File: src/rtl/interrupt_dispatch_sequencer_pkg.sv
// Shared control definitions for the interrupt dispatch path.
package interrupt_dispatch_sequencer_pkg;

  localparam int INT_W = 5;
  localparam int IDX_W = 3;

  // Interrupt bit indices; a lower index means higher priority
  localparam int VBLANK = 0;
  localparam int STAT   = 1;
  localparam int TIMER  = 2;
  localparam int SERIAL = 3;
  localparam int JOYPAD = 4;

  localparam logic [15:0] DEF_VECTOR_BASE   = 16'h0040;
  localparam logic [15:0] DEF_VECTOR_STRIDE = 16'd8;

  // Dispatch M-cycle states
  typedef enum logic [2:0] {
    ST_IDLE    = 3'd0,
    ST_WAIT    = 3'd1,
    ST_SP_DEC  = 3'd2,
    ST_PUSH_HI = 3'd3,
    ST_PUSH_LO = 3'd4,
    ST_LOAD_PC = 3'd5
  } state_t;

endpackage

File: src/rtl/interrupt_dispatch_sequencer_priority_encoder.sv
// Lowest-set-bit encoder over the masked interrupt request; shared with HALT wake.
module interrupt_priority_encoder
  import interrupt_dispatch_sequencer_pkg::*;
(
  input  logic [INT_W-1:0] req,
  output logic [IDX_W-1:0] idx,
  output logic             vld
);

  // Scan from the lowest-priority bit up so the lowest set bit is written last
  always_comb begin
    idx = '0;
    vld = 1'b0;
    for (int i = INT_W - 1; i >= 0; i--) begin
      if (req[i]) begin
        idx = IDX_W'(i);
        vld = 1'b1;
      end
    end
  end

endmodule

File: src/rtl/interrupt_dispatch_sequencer.sv
// Five M-cycle interrupt dispatch: push PC, clear IME, acknowledge IF, jump to vector.
module interrupt_dispatch_sequencer
  import interrupt_dispatch_sequencer_pkg::*;
#(
  parameter logic [15:0] VECTOR_BASE   = DEF_VECTOR_BASE,
  parameter logic [15:0] VECTOR_STRIDE = DEF_VECTOR_STRIDE
) (
  input  logic             i_Clk,
  input  logic             i_Reset,
  input  logic             i_M_Tick,
  input  logic             i_Boundary,
  input  logic             i_IME,
  input  logic [INT_W-1:0] i_IE,
  input  logic [INT_W-1:0] i_IF,
  output logic             o_Busy,
  output logic             o_IME_Clear,
  output logic             o_SP_Decrement,
  output logic             o_Address_Out,
  output logic             o_Bus_Out,
  output logic             o_PC_Byte_Sel,
  output logic             o_PC_Load,
  output logic [15:0]      o_PC_Vector,
  output logic [INT_W-1:0] o_IF_Clear
);

  state_t           state;
  logic [IDX_W-1:0] sel_idx;
  logic             sel_vld;
  logic [IDX_W-1:0] enc_idx;
  logic             enc_vld;
  logic             entry;

  interrupt_priority_encoder u_prio (
    .req (i_IE & i_IF),
    .idx (enc_idx),
    .vld (enc_vld)
  );

  assign entry = i_IME & i_Boundary & enc_vld;

  // M-cycle sequencer; selection is frozen at the PUSH_HI tick because the
  // high-byte push may land on IE and cancel the dispatch
  always_ff @(posedge i_Clk) begin
    if (i_Reset) begin
      state   <= ST_IDLE;
      sel_idx <= '0;
      sel_vld <= 1'b0;
    end else if (i_M_Tick) begin
      case (state)
        ST_IDLE:    if (entry) state <= ST_WAIT;
        ST_WAIT:    state <= ST_SP_DEC;
        ST_SP_DEC:  state <= ST_PUSH_HI;
        ST_PUSH_HI: begin
          sel_idx <= enc_idx;
          sel_vld <= enc_vld;
          state   <= ST_PUSH_LO;
        end
        ST_PUSH_LO: state <= ST_LOAD_PC;
        default:    state <= ST_IDLE;
      endcase
    end
  end

  // Output decode from registered state only, so outputs hold for the whole M-cycle
  always_comb begin
    o_Busy         = 1'b0;
    o_IME_Clear    = 1'b0;
    o_SP_Decrement = 1'b0;
    o_Address_Out  = 1'b0;
    o_Bus_Out      = 1'b0;
    o_PC_Byte_Sel  = 1'b0;
    o_PC_Load      = 1'b0;
    o_PC_Vector    = 16'h0000;
    o_IF_Clear     = '0;
    case (state)
      ST_WAIT: begin
        o_Busy      = 1'b1;
        o_IME_Clear = 1'b1;
      end
      ST_SP_DEC: begin
        o_Busy         = 1'b1;
        o_SP_Decrement = 1'b1;
      end
      ST_PUSH_HI: begin
        o_Busy         = 1'b1;
        o_SP_Decrement = 1'b1;
        o_Address_Out  = 1'b1;
        o_Bus_Out      = 1'b1;
        o_PC_Byte_Sel  = 1'b1;
      end
      ST_PUSH_LO: begin
        o_Busy        = 1'b1;
        o_Address_Out = 1'b1;
        o_Bus_Out     = 1'b1;
      end
      ST_LOAD_PC: begin
        o_Busy    = 1'b1;
        o_PC_Load = 1'b1;
        if (sel_vld) begin
          o_PC_Vector = VECTOR_BASE + 16'(sel_idx) * VECTOR_STRIDE;
          o_IF_Clear  = INT_W'(1) << sel_idx;
        end
      end
      default: ;
    endcase
  end

endmodule

File: config.mk
export PLATFORM = sky130hd
export DESIGN_NAME = interrupt_dispatch_sequencer
export DESIGN_NICKNAME = d
export VERILOG_FILES = /design/src/rtl/interrupt_dispatch_sequencer_pkg.sv /design/src/rtl/interrupt_dispatch_sequencer_priority_encoder.sv /design/src/rtl/interrupt_dispatch_sequencer.sv
export SDC_FILE = /design/constraint.sdc
export NUM_CORES = 1
export LEC_CHECK = 0
export ABC_AREA = 1
export CAP_MARGIN = 10
export CORE_UTILIZATION = 34
export CTS_CLUSTER_DIAMETER = 30
export DETAILED_ROUTE_END_ITERATION = 10
export PLACE_DENSITY = 0.82
export SETUP_SLACK_MARGIN = 0.02
export SYNTH_ARGS = -nofsm -noshare
export SYNTH_HDL_FRONTEND = slang
export SYNTH_SLANG_ARGS = --single-unit
export TNS_END_PERCENT = 10
File: constraint.sdc
create_clock -name i_Clk -period 1.5 [get_ports i_Clk]
set_clock_uncertainty 0.1 [all_clocks]
set_input_delay 0.3 -clock i_Clk [delete_from_list [all_inputs] [get_ports i_Clk]]
set_output_delay 0.3 -clock i_Clk [all_outputs]
set_load 0.05 [all_outputs]
==> out/metrics.cfg <==
[power]
p_leak_nw = 0.548
switchingPower_w = 0.000336
p_int_w = 0.000460
ir_drop_uv = 539
seqPwrFrac_pct = 26.0
pwr-share-clk_pct = 22.6
p_comb_share_pct = 51.5
power_per_cell_area_nw_per_um2 = 606
p_total_w = 0.000795
p_sw_share_pct = 42.2

[yosys]
syn_area_per_cell_um2 = 6.65
syn_inst = 91
yosys_warnings = 0
ys_seq_elements = 7
syn_area_um2 = 606
yosysSeqAreaShare_pct = 23.1
synth_cell_types = 20

[floorplan]
ios = 43
die_y_um = 44.2
start_util_pct = 38.4
core_um2 = 1580
die-area_um2 = 1950
die_w_um = 44.2
rows = 14

[cts]
postCtsHoldBufs = 0
clock-sinks = 7
clock_latency_ns = 0.26
cts_tree = done
clockRootBuffer = clkbuf_4
htreeDepth = 1
cts_made_buffers = 3
cts.reportedPaths.clkPinSlew_ns = 0.05
clock_path_buffers = 2

[drt]
post-route-drc-count = 1
num_vias = 761
drt_iter0_drc = 20
drtAntennaViolNets = 0
vias_per_cell = 4.94
wl_um = 1950
dr.pass1.iters = 9
wl_per_cell_um = 12.6

[sta]
holdWs_ns = 0.478
maxClockFrequency_mhz = 566
timing.final.ws_setup_ns = -0.268
setup_viol = 15
report.final.slew_viol_count = 0
period_share_pct = 118
min_period_ns = 1.77
final_hold_viol_count = 0
grt_setup_unrepaired = yes

[worst_hold_path]
hold_start = sel_vld$_SDFFE_PP0P_
min_path_type = reg2reg
hold_path_end = sel_vld$_SDFFE_PP0P_
min_path_cells = 2

[setup_path]
cp_data_required_time_ns = 1.10
critPathMaxStageDelay_ns = 0.32
end_kind = primary output
cp_top_family = buffers and inverters
r2r_setup_slack_ns = 0.03
crit_chain = inv_2 -> nand3_4 -> inv_8 -> nand2_8 -> buf_6 -> nor4_4 -> buf_12
r2r_start = state[0]$_SDFFE_PP0P_
worstPathMaxFanout = 5
critPathLaunchType = flop
crit_arrival_ns = 1.37
crit_type = reg2out
cp_num_buf_inv = 4
r2r_cells = 7
slowest_stage = dfxtp_2
timing.rr.end = state[0]$_SDFFE_PP0P_

[placement]
gp_congestion = 0.801
dp_hpwl_um = 1590
placed_area_um2 = 1230
io_buffers = 30

[final_layout]
num_antenna_cells = 0
final_cell_area_um2 = 1310
drive_above_1_share_pct = 44.9
num-nets-final = 154
areaGrowthSynthToFinish_pct = 117
layout_common_cells = nand2_1 (16), buf_12 (16), buf_4 (16), clkdlybuf4s50_1 (14), conb_1 (12)
fill_cells = 97

[run]
max-cap-violations = 0

[global_route]
grt_pass1_vias = 719
track_usage_pct = 22.9
grt_max_degree = 9
grt_pass1_wl_um = 3220
grt_overflow = 0
antenna_found_initial = 0

[run_status]
violations = DRC, setup timing
status = complete, but fails checks

==> how the worst max path moves through the flow <==
stage	depth (start not counted)	endpoint	from
final	7	o_IF_Clear[1]	state[1]$_SDFFE_PP0P_
after global routing	7	o_IF_Clear[3]	state[1]$_SDFFE_PP0P_
after CTS	8	o_IF_Clear[0]	state[1]$_SDFFE_PP0P_
after detailed placement	8	state[1]$_SDFFE_PP0P_	i_IE[2]
after global placement	7	state[1]$_SDFFE_PP0P_	i_IE[2]
after floorplan	7	o_IF_Clear[0]	state[2]$_SDFFE_PP0P_
==> worst min-delay path, cell delays in order, from the launching register on <==
cell and delay [ns]:
dfxtp_1 0.36, nand2_1 0.10, a21oi_1 0.07
==> synth_stat cells <==
cell      count  area [um2]
a211oi_1      3        22.5
a21oi_1       8        40.0
buf_12        1        20.0
buf_4        13        97.6
clkbuf_8      1        13.8
clkinv_4      1        8.76
conb_1        1        3.75
dfxtp_1       7         140
inv_1         8        30.0
inv_2         2        7.51
nand2_1      19        71.3
nand2_2       2        12.5
nand2_4       1        11.3
nand3_1       6        30.0
nor2_1        8        30.0
nor2_4        1        11.3
nor3_1        4        20.0
nor4_1        2        12.5
o211ai_1      2        15.0
o21bai_1      1        7.51
==> area by class of cell <==
cell class	instances	area (um2)	share of cell area (%)
repair buffers	47	592	45.1
multi-input cells	69	473	36.0
clock buffers	4	26.3	2.00
inverters	11	57.6	4.39
flip-flops and latches	7	144	11.0
well taps	16	20.0	1.53
==> layer usage <==
layer  up-vias  GRT usage [%]  wire [um]
li1        365              -          -
met5         -              0          0
met2        45           40.6       1060
met4         0           12.7         82
met1       344           26.5        705
met3         7           2.45         95
==> metrics by stage <==
stage,worst slack [ns],utilization (%),cells,TNS [ns]
after global routing,-0.318,83.3,154,-3.62
after floorplan,-0.482,-,102,-3.56
after CTS,-0.313,82.8,154,-3.19
after global placement,-0.0343,78.2,149,-0.0706
after detailed placement,-0.123,78.2,149,-0.522
final,-0.268,83.3,154,-2.89
==> cell families (layout without fill, tap and decap cells) <==
| logic type | after synthesis | count (layout) | share of synthesized area [%] |
|---|---|---|---|
| AND/OR/NAND/NOR | 43 | 43 | 32.9 |
| flip-flops | 7 | 7 | 23.1 |
| AO/OA/AOI/OAI | 14 | 14 | 14.0 |
| other | 1 | 12 | 0.619 |
| buffers and inverters | 26 | 62 | 29.3 |
==> sequential cells by signal, indices dropped and copies added (netlist names) <==
| register | count |
|---|---|
| state | 3 |
| sel_vld | 1 |
| sel_idx | 3 |
==> power by group through the flow <==
stage                     Sequential (W)  Clock, W  Combinational [W]
after floorplan                 0.000212         0           0.000240
after global placement          0.000208         0           0.000372
after detailed placement        0.000209         0           0.000384
after CTS                       0.000206  0.000179           0.000402
after global routing            0.000207  0.000186           0.000431
final                           0.000206  0.000180           0.000409
==> what timing repair did <==
item / 4_1_cts / 5_1_grt
resized for setup: 12 / 2
pin swaps: 1 / 1
endpoints found under the setup margin: 15 / 18
setup buffers: 1 / 0
(Power assumes the default switching activity.)
